[src/rtl/sevseg_pkg.sv]
// Shared types and constants for the seven-segment display source scheduler.
package sevseg_pkg;

    typedef enum logic [1:0] {
        IDLE  = 2'd0,
        SHOW  = 2'd1,
        ALERT = 2'd2
    } state_t;

    localparam int DISP_W = 32;

endpackage

[src/rtl/rr_next_valid.sv]
// Round-robin search: first set bit strictly after cur with wrap-around,
// falling back to cur itself when it is the only set bit.
module rr_next_valid #(
    parameter int N_SRC = 4,
    parameter int SEL_W = $clog2(N_SRC)
) (
    input  logic [N_SRC-1:0] valid,
    input  logic [SEL_W-1:0] cur,
    output logic [SEL_W-1:0] next,
    output logic             any
);

    logic             found;
    logic [SEL_W-1:0] idx;

    always_comb begin
        next  = cur;
        found = 1'b0;
        idx   = '0;
        // i == N_SRC lands back on cur, covering the single-valid case
        for (int i = 1; i <= N_SRC; i++) begin
            idx = SEL_W'((int'(cur) + i) % N_SRC);
            if (!found && valid[idx]) begin
                next  = idx;
                found = 1'b1;
            end
        end
    end

    assign any = |valid;

endmodule

[src/rtl/sevseg_scheduler.sv]
// Rotates miner status sources onto the eight-digit display with a fixed
// dwell time; a latched alert pre-empts the rotation for a fixed hold time.
module sevseg_scheduler
    import sevseg_pkg::*;
#(
    parameter int N_SRC        = 4,
    parameter int DWELL_CYCLES = 100_000_000,
    parameter int ALERT_CYCLES = 300_000_000,
    parameter int SEL_W        = $clog2(N_SRC)
) (
    input  logic                    clock,
    input  logic                    reset,
    input  logic [N_SRC*DISP_W-1:0] src_data,
    input  logic [N_SRC-1:0]        src_valid,
    input  logic                    alert,
    input  logic [DISP_W-1:0]       alert_data,
    input  logic                    alert_clear,
    output logic [DISP_W-1:0]       disp_data,
    output logic [SEL_W-1:0]        disp_sel,
    output logic                    alert_active
);

    localparam int DWL_W = $clog2(DWELL_CYCLES);
    localparam int ALR_W = $clog2(ALERT_CYCLES);
    localparam logic [DWL_W-1:0] DWELL_LAST = DWL_W'(DWELL_CYCLES - 1);
    localparam logic [ALR_W-1:0] ALERT_LAST = ALR_W'(ALERT_CYCLES - 1);

    state_t            state, state_n;
    logic [SEL_W-1:0]  sel, sel_n;
    logic [DWL_W-1:0]  dwell_cnt, dwell_n;
    logic [ALR_W-1:0]  alert_cnt, alert_cnt_n;
    logic [DISP_W-1:0] alert_reg, alert_reg_n;
    logic [DISP_W-1:0] disp_n;

    logic [DISP_W-1:0] src_arr [N_SRC];
    logic [SEL_W-1:0]  rr_cur;
    logic [SEL_W-1:0]  nxt;
    logic              any_valid;

    for (genvar g = 0; g < N_SRC; g++) begin : g_src
        assign src_arr[g] = src_data[DISP_W*g +: DISP_W];
    end

    // From IDLE, searching after the top index yields the lowest valid source
    assign rr_cur = (state == IDLE) ? SEL_W'(N_SRC - 1) : sel;

    rr_next_valid #(
        .N_SRC (N_SRC),
        .SEL_W (SEL_W)
    ) u_rr (
        .valid (src_valid),
        .cur   (rr_cur),
        .next  (nxt),
        .any   (any_valid)
    );

    always_comb begin
        state_n     = state;
        sel_n       = sel;
        dwell_n     = dwell_cnt;
        alert_cnt_n = alert_cnt;
        alert_reg_n = alert_reg;
        if (alert) begin
            state_n     = ALERT;
            alert_reg_n = alert_data;
            alert_cnt_n = '0;
        end else begin
            case (state)
                IDLE: begin
                    if (any_valid) begin
                        state_n = SHOW;
                        sel_n   = nxt;
                        dwell_n = '0;
                    end
                end
                SHOW: begin
                    if (!any_valid) begin
                        state_n = IDLE;
                        dwell_n = '0;
                    end else if (!src_valid[sel] || dwell_cnt == DWELL_LAST) begin
                        sel_n   = nxt;
                        dwell_n = '0;
                    end else begin
                        dwell_n = dwell_cnt + 1'b1;
                    end
                end
                ALERT: begin
                    if (alert_clear || alert_cnt == ALERT_LAST) begin
                        alert_cnt_n = '0;
                        dwell_n     = '0;
                        if (src_valid[sel]) begin
                            state_n = SHOW;
                        end else if (any_valid) begin
                            state_n = SHOW;
                            sel_n   = nxt;
                        end else begin
                            state_n = IDLE;
                        end
                    end else begin
                        alert_cnt_n = alert_cnt + 1'b1;
                    end
                end
                default: state_n = IDLE;
            endcase
        end
    end

    always_comb begin
        case (state_n)
            SHOW:    disp_n = src_arr[sel_n];
            ALERT:   disp_n = alert_reg_n;
            default: disp_n = '0;
        endcase
    end

    always_ff @(posedge clock or posedge reset) begin
        if (reset) begin
            state        <= IDLE;
            sel          <= '0;
            dwell_cnt    <= '0;
            alert_cnt    <= '0;
            alert_reg    <= '0;
            disp_data    <= '0;
            alert_active <= 1'b0;
        end else begin
            state        <= state_n;
            sel          <= sel_n;
            dwell_cnt    <= dwell_n;
            alert_cnt    <= alert_cnt_n;
            alert_reg    <= alert_reg_n;
            disp_data    <= disp_n;
            alert_active <= (state_n == ALERT);
        end
    end

    assign disp_sel = sel;

endmodule
[config.mk]
export PLATFORM = sky130hd
export DESIGN_NAME = sevseg_scheduler
export DESIGN_NICKNAME = d
export VERILOG_FILES = /design/src/rtl/sevseg_pkg.sv /design/src/rtl/rr_next_valid.sv /design/src/rtl/sevseg_scheduler.sv
export SDC_FILE = /design/constraint.sdc
export NUM_CORES = 1
export LEC_CHECK = 0
export CAP_MARGIN = 20
export CORE_ASPECT_RATIO = 1.4
export CORE_UTILIZATION = 52
export CTS_BUF_LIST = sky130_fd_sc_hd__clkbuf_16
export CTS_CLUSTER_SIZE = 16
export DETAILED_ROUTE_END_ITERATION = 8
export PLACE_DENSITY = 0.9
export SYNTH_ARGS = -nofsm -noshare
export SYNTH_HDL_FRONTEND = slang
export SYNTH_SLANG_ARGS = --single-unit
export TNS_END_PERCENT = 5
[constraint.sdc]
create_clock -name clock -period 6.6 [get_ports clock]
set_input_delay 0.99 -clock clock [delete_from_list [all_inputs] [get_ports clock]]
set_output_delay 0.99 -clock clock [all_outputs]
set_load 0.03 [all_outputs]
* After elaboration in Yosys (flattened, before gate mapping)
Index checks and enable logic that the tools add are counted.
** Word-level totals
- Bits of input ports :: 168
- Word-level logic and storage cells :: 88
- RAM bits :: 0
- Latch bits :: 0
- ROM bits :: 0
- Register bits :: 125
- Output and inout port bits :: 35
- Memories :: 0
** Cells by class
- $mul :: 0
- Reduce and logical (&&, ||, !) cells :: 14
- Multiplexer cells :: 45
- Magnitude comparators :: 6
- Shifts and indexed selects :: 0
- Add/sub/neg operators :: 6
- Bitwise gates (word level) :: 2
- Equal/unequal tests :: 8
- Div/mod/pow operators :: 0
** Operators by type and width (number)
- $mux 27 :: 4
- $mux 32 :: 3
- $mux 29 :: 3
- $pmux 27 s3 :: 1
- $bmux 32 s2 :: 1
- $pmux 32 s2 :: 1
- $mux 2 :: 15
- $add 29x1->29 const B :: 1
- $eq 29x29->1 const B :: 1
- $add 27x1->27 const B :: 1
- $eq 27x27->1 const B :: 1
- $lt 2x3->1 const B :: 5
- $pmux 2 s3 :: 2
- $bmux 1 s2 :: 5
- $mux 1 :: 10
- $add 2x1->2 const B :: 2
- $add 2x2->2 const B :: 2
- $eq 2x1->1 const B :: 2
- $eq 2x2->1 const B :: 2
- $logic_not 1->1 :: 4
- $ne 2x2->1 const B :: 2
- $reduce_and 4->1 :: 1
- $reduce_or 4->1 :: 1
- $ge 3x3->1 const B :: 1
- 7 further kinds :: 10

* Longest topological paths before layout
Gate-level depths: netlist of the first run.
- Word-level depth :: 25
- Depth in mapped cells :: 12
- Gate-level depth less buffers :: 10

* Modules after synthesis
From an unflattened synthesis of the first run, not the netlist that was laid out.
** Second synthesis, totals
- Cells, all modules :: 674
- Area total of the unflattened synthesis :: 6856.6 µm²
** By module, submodules not included
- sevseg_scheduler :: times used 1, cells each 660, area each 6784.0 µm², seq. area each 3128.0 µm²
- rr_next_valid :: times used 1, cells each 14, area each 72.6 µm², seq. area each 0.0 µm²

* Worst setup path after synthesis of the first run
No wires, ideal clock.
- Kind :: input to register
- From :: in alert
- To :: reg disp_data[0]
- Buffers on the path :: 5
- Arrival time :: 3.055 ns
- Library setup time :: 0.086 ns
- Required time :: 6.514 ns
- Slack :: 3.459 ns
- Cell stages on the path :: 9
- Cell sequence :: clkbuf_1 -> clkbuf_1 -> buf_1 -> nand2b_1 -> ha_1 -> or3b_1 -> buf_2 -> buf_6 -> o221ai_2
** On the way
- Elaborated cells on any way between the ends :: 10
- Those cells by class :: eq/ne: 2; mux: 7; bitwise: 1
** RTL lines
- from (decl) :: RTL line sevseg_scheduler.sv:15 : input logic alert,
- $mux 2 (*) :: RTL line sevseg_scheduler.sv:63 : if (alert) begin
- named net state_n[1] :: RTL line sevseg_scheduler.sv:28 : state_t state, state_n;
- $eq 2x2->1 / $eq 2x1->1 (equally long branches) :: RTL line sevseg_scheduler.sv:109 : case (state_n)
- $pmux 32 s2 (*) :: RTL line sevseg_scheduler.sv:109
- named net disp_n[0] :: RTL line sevseg_scheduler.sv:33 : logic [DISP_W-1:0] disp_n;
- to (signal assigned) :: RTL line sevseg_scheduler.sv:131 : disp_data <= disp_n;
- to (decl) :: RTL line sevseg_scheduler.sv:18 : output logic [DISP_W-1:0] disp_data,
The timed path passes the listed nets; every way through them passes the cells marked *. The select of a mux whose other input is x is not followed.
A chain may end at the register's enable or synchronous reset.

* Worst setup path after layout of the first run
- From :: in src_valid[0]
- To :: reg disp_data[18]
** On the way
- Cells in the longest elaborated chain, start to end :: 22
- Elaborated cells on any way between the ends :: 47
- Those cells by class :: eq/ne: 2; mux: 35; bitwise: 1; reduce/logical: 9
** Ends and longest elaborated chain
- from (decl) :: RTL line sevseg_scheduler.sv:14 : input logic [N_SRC-1:0] src_valid,
- $bmux 1 s2 :: RTL line rr_next_valid.sv:23 : if (!found && valid[idx]) begin
- $mux 1 (not written as such) :: RTL line rr_next_valid.sv:23
- $mux 1 :: RTL line rr_next_valid.sv:23
- $logic_not 1->1 :: RTL line rr_next_valid.sv:23
- $logic_and 1x1->1 :: RTL line rr_next_valid.sv:23
- $mux 1 :: RTL line rr_next_valid.sv:23
- $logic_not 1->1 :: RTL line rr_next_valid.sv:23
- $logic_and 1x1->1 :: RTL line rr_next_valid.sv:23
- [7 not listed]
- $pmux 2 s3 (*) :: RTL line sevseg_scheduler.sv:68 : case (state)
- $mux 2 (*) :: RTL line sevseg_scheduler.sv:63
- named net sel_n[0] :: RTL line sevseg_scheduler.sv:29 : logic [SEL_W-1:0] sel, sel_n;
- $not 2->3 (not written as such) (*) :: RTL line sevseg_scheduler.sv:110 : SHOW: disp_n = src_arr[sel_n];
- $bmux 32 s2 (*) :: RTL line sevseg_scheduler.sv:110
- $mux 32 (not written as such) (*) (2 in series) :: RTL line sevseg_scheduler.sv:110
- $pmux 32 s2 (*) :: RTL line sevseg_scheduler.sv:109
- named net disp_n[18] :: RTL line sevseg_scheduler.sv:33
Marks and branches as above.

==> run summary, run 1 <==
outcome - completed
share of the cycle needed by the critical path after routing - 0.616
Via density - 6.18
commonest cells after routing, fill and taps aside - sky130_fd_sc_hd__clkdlybuf4s50_1, sky130_fd_sc_hd__dfrtp_1, sky130_fd_sc_hd__nand2_1
clock sinks - 125
Die W - 100 µm
worst clock skew - 0.0127 ns
mean instance size in the synthesized netlist - 10.2 µm²
cell type group with the largest total delay on the critical path - simple AND/OR/NAND/NOR gates
maximum clock insertion buffer count - 2
Layout Nets - 1039
CP required - 6.81 ns
post-route worst setup slack - 2.53 ns
Hold Crit Start - alert_cnt[28]
PortBufs - 202
logic depth of the worst setup path including buffers - 9
number of register bits inferred by synthesis - 125
post-synthesis share of cell area spent on and, or, nand and nor gates - 0.168
post-synthesis share of cell area spent on full adders, half adders and majority gates - 0.00715
post-cts resize count - 0
CTS Buf Count - 17
clock tree from TritonCTS - done
total of max-cap violations - 0
Sum Neg Setup Slack - 0 ns
Routability Congestion - 0.885
switching power share of the total - 0.328
IR Drop Worst-Case VDD - 0.000161 V
number of DRC markers in iteration 0 - 520
setup repair bufs after CTS - 0
GRT Residual Overflow - 0
most frequent standard cell in the layout excluding fill and tap cells - sky130_fd_sc_hd__clkdlybuf4s50_1
area added between synthesis and finish - 38.0%
GRT Total Usage - 0.320
Worst Setup Start Kind - input port
endpoint of the worst hold-timing path - alert_cnt[28]
CP max stage delay - 0.88 ns
core region area - 0.0130 mm²
count of hold buffers inserted by post-cts repair - 0
Total Die Area - 0.0139 mm²
critical-path cell list - clkdlybuf4s50_1, mux2_2, mux2i_1, a21oi_1, nor3b_1, or3b_1, nand4_2, or3b_2, o221ai_1
Reg power frac - 0.330
endpoint type of the worst setup path - register
wire length of the first global-routing pass - 34400 µm
area of the mapped netlist - 0.00700 mm²
Worst R2R Setup Slack - 2.61 ns
number of detailed-routing iterations run before antenna repair - 5
number of enable flip-flop cells after synthesis - 0
top fanout value on the critical path - 32
Tightest Pin Transition - 1.14 ns
average wire per standard cell - 20.6 µm
crit path kind - input port to register
via count - 6549
Initial Util - 0.538
RSZ-0062 raised after global routing - no
post-synthesis mux area share - 0.152
fraction of final layout cells with drive strength greater than 1 - 0.132
sequential cell area fraction in the yosys report - 0.447
initial antenna violation count - 1
Yosys warning total - 0
crit path DAT - 4.28 ns
clock insertion delay at the later pin of the skew report - 0.41 ns
Clk network pwr share - 0.344
Max transition margin - 0.243
worst hold path stage count - 1
fraction of synthesized cell area in xor and xnor cells - 0.0250
Ports - 203
worst slack at placement - 2.22 ns
library cells used by synthesis - 62
Max Clk Rate - 246 MHz
fraction of synthesis flops using an asynchronous set or reset pin - 1.00
number of cells traversed by the worst register-to-register path - 8
number of nets with antenna violations after detailed routing - 0
combinational cell fraction of total power - 0.326
DRT Wirelength - 21800 µm
Tightest Hold Check Type - register to register
net switching component of the power - 0.869 mW
maximum number of pins on one net before global-route repair - 66
deepest level of the CTS H-tree - 4
count of final max-slew check failures - 0
final setup violation count - 0
endpoint of the worst-slack reg-to-reg timing path - disp_data[18]
total half-perimeter wirelength after legalization and detailed placement - 13900 µm
cell internal pwr - 1.78 mW
leakage component of the power - 4.13 nW
compound-cell area share of the yosys netlist - 0.165
Clock Root Buffer - sky130_fd_sc_hd__clkbuf_16
cell type of the slowest stage on the worst timing path - sky130_fd_sc_hd__or3b_2
Post-route DRC - 0
power density relative to cell area - 275 mW/mm²
Reg2Reg Launch Point - alert_cnt[12]
die extent in y - 139 µm
clock-pin transition on the worst setup and hold timing paths - 0.06 ns
Crit path buffers/inverters - 1
Primary FF master, synth - sky130_fd_sc_hd__dfrtp_1
endpoints failing hold - 0
post-synth net total - 855
vias in the first global route - 6830
number of instances in the synthesized netlist - 683
final period demand of the worst path - 4.07 ns
number of core rows - 49
combinational family with the most area after synthesis - simple AND/OR/NAND/NOR gates
## kinds of logic after synthesis
family                   count (synthesis)
AND/OR/NAND/NOR                        235
AO/OA/AOI/OAI                          143
flip-flops                             125
multiplexers                           102
buffers and inverters                   54
XOR/XNOR                                20
adder cells (fa/ha/maj)                  4
## worst register-to-register path, stage by stage, from the launching register on
cell and delay [ns]:
sky130_fd_sc_hd__dfrtp_1 0.44, sky130_fd_sc_hd__or4b_1 0.55, sky130_fd_sc_hd__nor4_1 0.37, sky130_fd_sc_hd__a31oi_1 0.38, sky130_fd_sc_hd__o21ai_2 0.31, sky130_fd_sc_hd__nand2_1 0.12, sky130_fd_sc_hd__ha_1 0.35, sky130_fd_sc_hd__or3b_2 0.91
sky130_fd_sc_hd__o221ai_1 0.44
## worst max path at each step
stage	start	to	slack (ns)
2_1_floorplan	reset	alert_active	2.28
3_3_place_gp	src_valid[0]	disp_data[18]	2.34
3_5_place_dp	src_valid[0]	disp_data[18]	2.22
4_1_cts	src_valid[0]	disp_data[18]	2.60
5_1_grt	src_valid[0]	disp_data[18]	2.42
6_report	src_valid[0]	disp_data[18]	2.53
## power groups by stage
stage                     clock network, mW  logic [mW]  registers (mW)
after floorplan                           0       0.529           0.930
after global placement                    0       0.837           0.881
after detailed placement                  0       0.852           0.884
after CTS                             0.912       0.864           0.873
after global routing                  0.949       0.917           0.881
final                                 0.912       0.865           0.875
## synthesized netlist by cell type (all sizes together), types with 3 or more instances
library cell	count	area [µm²]
or4b	4	40.0
buf	19	115
a22o	5	43.8
nor2b	6	37.5
nor4	12	87.6
nand2	91	342
or3	6	37.5
mux2i	67	671
inv	13	48.8
xnor2	9	78.8
nand3	22	110
nor3b	4	30.0
nor2	42	158
and2	3	18.8
o22ai	3	18.8
mux2	35	394
o21ai	58	294
nand2b	6	37.5
a21oi	11	55.1
nor3	6	35.0
nand4	13	87.6
a21o	3	22.5
o221ai	33	477
dfrtp	125	3130
xor2	11	96.3
and3	5	31.3
clkbuf	22	82.6
o31ai	9	67.6
or2	5	31.3
ha	4	50.1
## metrics by stage
step / utilization / cell area, µm² / hold WS, ns / total power [mW] / cells
after global placement: 0.699 / 9080 / 0.454 / 1.72 / 1026
final: 0.743 / 9660 / 0.479 / 2.65 / 1059
after CTS: 0.743 / 9660 / 0.479 / 2.65 / 1058
after floorplan: - / 7000 / 0.437 / 1.46 / 683
after global routing: 0.743 / 9660 / 0.495 / 2.75 / 1059
after detailed placement: 0.699 / 9080 / 0.467 / 1.74 / 1026
## layout make-up
| type | instances | area, µm² |
|---|---|---|
| multi-input cells | 504 | 3640 |
| clock inverters | 15 | 146 |
| repair buffers | 206 | 2050 |
| fillers | 801 | 3340 |
| flip-flops and latches | 125 | 3130 |
| clock buffers | 17 | 425 |
| inverters | 13 | 51.3 |
| well taps | 178 | 223 |
| diodes | 1 | 2.50 |
## layer usage
metal | GRT usage | wire length, µm | up-vias | share of wire
li1 | - | - | 2871 | -
met1 | 0.342 | 7510 | 3198 | 0.34
met2 | 0.569 | 11700 | 395 | 0.53
met3 | 0.0839 | 1570 | 85 | 0.072
met4 | 0.169 | 1100 | 0 | 0.050
met5 | 0 | 0 | - | 0
No activity file was read; power rests on OpenSTA's default activity.
==> run 2, diff against run 1 <==
--- a/config.mk
+++ b/config.mk
@@ -7,11 +7,11 @@
 export LEC_CHECK = 0
 export CAP_MARGIN = 20
 export CORE_ASPECT_RATIO = 1.4
-export CORE_UTILIZATION = 52
+export CORE_UTILIZATION = 44
 export CTS_BUF_LIST = sky130_fd_sc_hd__clkbuf_16
 export CTS_CLUSTER_SIZE = 16
 export DETAILED_ROUTE_END_ITERATION = 8
-export PLACE_DENSITY = 0.9
+export PLACE_DENSITY = 0.81
 export SYNTH_ARGS = -nofsm -noshare
 export SYNTH_HDL_FRONTEND = slang
 export SYNTH_SLANG_ARGS = --single-unit
==> constraint.sdc (replaced) <==
create_clock -name clock -period 3.27 [get_ports clock]
set_input_delay 0.4905 -clock clock [delete_from_list [all_inputs] [get_ports clock]]
set_output_delay 0.4905 -clock clock [all_outputs]
set_load 0.03 [all_outputs]
==> run 2 against run 1 <==
  * Register-to-register slack got worse by 2.4 ns
  * Clock skew fell by 0.0053 ns
  * Die area increased by 18%
  * Sequential power up 99%
  * Hold slack got worse by 0.0070 ns
  * Non-clock buffer count rose by 31
  * Critical path type is now register to register
==> run summary, run 2 (synthesis results as in run 1) <==
outcome - completed
clock-pin transition on the worst setup and hold timing paths - 0.06 ns (about the same)
commonest cells after routing, fill and taps aside - sky130_fd_sc_hd__clkdlybuf4s50_1, sky130_fd_sc_hd__dfrtp_1, sky130_fd_sc_hd__nand2_1
number of detailed-routing iterations run before antenna repair - 5 (unchanged)
total of max-cap violations - 0 (unchanged)
final period demand of the worst path - 3.09 ns
endpoints failing hold - 0 (unchanged)
endpoint type of the worst setup path - register
DRT Wirelength - 19800 µm (-9.2%)
endpoint of the worst-slack reg-to-reg timing path - disp_data[1]
core region area - 0.0155 mm² (+20%)
total of fill cells in the finished design - 1205 (+50%)
Tightest Hold Check Type - register to register
clock sinks - 125 (unchanged)
CP required - 3.60 ns (-3.21 ns)
worst hold path stage count - 1 (unchanged)
Worst R2R Setup Slack - 0.18 ns (-2.43 ns)
Worst Setup Start Kind - register
post-route worst setup slack - 0.182 ns (-2.35 ns)
post-layout utilization of the core - 0.647 (-0.0966)
Total Die Area - 0.0164 mm² (+18%)
average wire per standard cell - 17.9 µm (-13%)
GRT Total Usage - 0.252 (-0.0680)
PortBufs - 202 (unchanged)
Initial Util - 0.450 (-0.0881)
power density relative to cell area - 553 mW/mm² (+100%)
total half-perimeter wirelength after legalization and detailed placement - 14000 µm (+1.4%)
number of cells traversed by the worst register-to-register path - 11 (+3)
maximum number of pins on one net before global-route repair - 104 (+58%)
crit path launch - alert_cnt[11]
count of inserted antenna diode cells - 0 (-1)
number of nets with antenna violations after detailed routing - 0 (unchanged)
endpoint of the worst hold-timing path - alert_cnt[28]
Layout Nets - 1070 (+3.0%)
number of core rows - 54 (+10%)
crit path DAT - 3.42 ns (-0.86 ns)
deepest level of the CTS H-tree - 4 (unchanged)
Clock Root Buffer - sky130_fd_sc_hd__clkbuf_16
Tightest Pin Transition - 0.646 ns (-0.490 ns)
CTS Buf Count - 17 (unchanged)
final setup violation count - 0 (unchanged)
Ports - 203 (unchanged)
count of hold buffers inserted by post-cts repair - 0 (unchanged)
via count - 6274 (-4.2%)
most frequent standard cell in the layout excluding fill and tap cells - sky130_fd_sc_hd__clkdlybuf4s50_1
IR Drop Worst-Case VDD - 0.000432 V (+170%)
worst clock skew - 0.00746 ns (-0.00527 ns)
Sum Neg Setup Slack - 0 ns (unchanged)
GRT Residual Overflow - 0 (unchanged)
Hold Crit Start - alert_cnt[28]
RSZ-0062 raised after global routing - no
Via density - 5.67 (-8.4%)
Max transition margin - 0.565 (+0.323)
leakage component of the power - 4.33 nW (+4.9%)
Reg2Reg Launch Point - alert_cnt[11]
crit path kind - register to register
area added between synthesis and finish - 43.6%
die extent in y - 151 µm (+8.6%)
Max Clk Rate - 324 MHz
Die W - 109 µm (+8.5%)
clock tree from TritonCTS - done
share of the cycle needed by the critical path after routing - 0.944
wire length of the first global-routing pass - 31300 µm (-8.9%)
clock insertion delay at the later pin of the skew report - 0.42 ns (about the same)
top fanout value on the critical path - 32 (unchanged)
Routability Congestion - 0.899 (+1.6%)
Post-route DRC - 0 (unchanged)
initial antenna violation count - 0 (-1)
count of final max-slew check failures - 0 (unchanged)
vias in the first global route - 6424 (-5.9%)
worst slack at placement - 0.0502 ns (-2.17 ns)
maximum clock insertion buffer count - 2 (unchanged)
number of DRC markers in iteration 0 - 357 (-31%)
fraction of final layout cells with drive strength greater than 1 - 0.166 (+0.0339)
## run 2: power by group
group          internal [mW]  total [mW]  switching, mW
Clock                   1.19        1.90          0.708
Sequential              1.66        1.74         0.0792
Combinational          0.917        1.92          0.999
## run 2: final cells by class
cell class / count / area, µm² / area share
Inverter: 13 / 52.6 / 0.00523
Clock inverter: 15 / 174 / 0.0173
Clock buffer: 17 / 425 / 0.0423
Multi-Input combinational cell: 504 / 3660 / 0.364
Sequential cell: 125 / 3130 / 0.311
Timing Repair Buffer: 237 / 2360 / 0.235
Tap cell: 196 / 245 / 0.0244
## run 2: metal layers
metal	routed length, µm	GRT usage
met1	7240	0.267
met2	10600	0.442
met3	1100	0.0753
met4	875	0.136
met5	0	0
## run 2: worst max path at each step
stage / endpoint / slack, ns / cells after the start
global route: disp_data[17] / 0.02 / 11
CTS: disp_data[18] / 0.14 / 9
floorplan: disp_data[0] / 0.41 / 10
finish: disp_data[1] / 0.18 / 11
detailed placement: disp_data[18] / 0.05 / 10
global placement: disp_data[18] / 0.1 / 9
## run 2: worst max-delay path: stages, from the launching register on
cell,delay [ns]
sky130_fd_sc_hd__dfrtp_2,0.44
sky130_fd_sc_hd__or4b_1,0.53
sky130_fd_sc_hd__nor4_2,0.33
sky130_fd_sc_hd__a31oi_2,0.19
sky130_fd_sc_hd__buf_4,0.20
sky130_fd_sc_hd__or3_1,0.36
sky130_fd_sc_hd__a2bb2oi_1,0.14
sky130_fd_sc_hd__nand4_2,0.14
sky130_fd_sc_hd__buf_4,0.13
sky130_fd_sc_hd__nand3b_2,0.09
sky130_fd_sc_hd__buf_12,0.20
sky130_fd_sc_hd__o221ai_2,0.24
## run 2: what timing repair did
item                       4_1_cts  5_1_grt
buffers inserted                 0        1
setup endpoints to repair        0        9
resized for setup                0        6
## run 2: per-stage QoR
stage	hold WS [ns]	power, mW	instance area (µm²)	instances
floorplan	0.437	2.95	7000	683
global placement	0.454	3.62	9390	1073
detailed placement	0.463	3.65	9390	1073
CTS	0.470	5.57	9990	1105
global route	0.511	5.79	10000	1107
finish	0.472	5.56	10000	1107
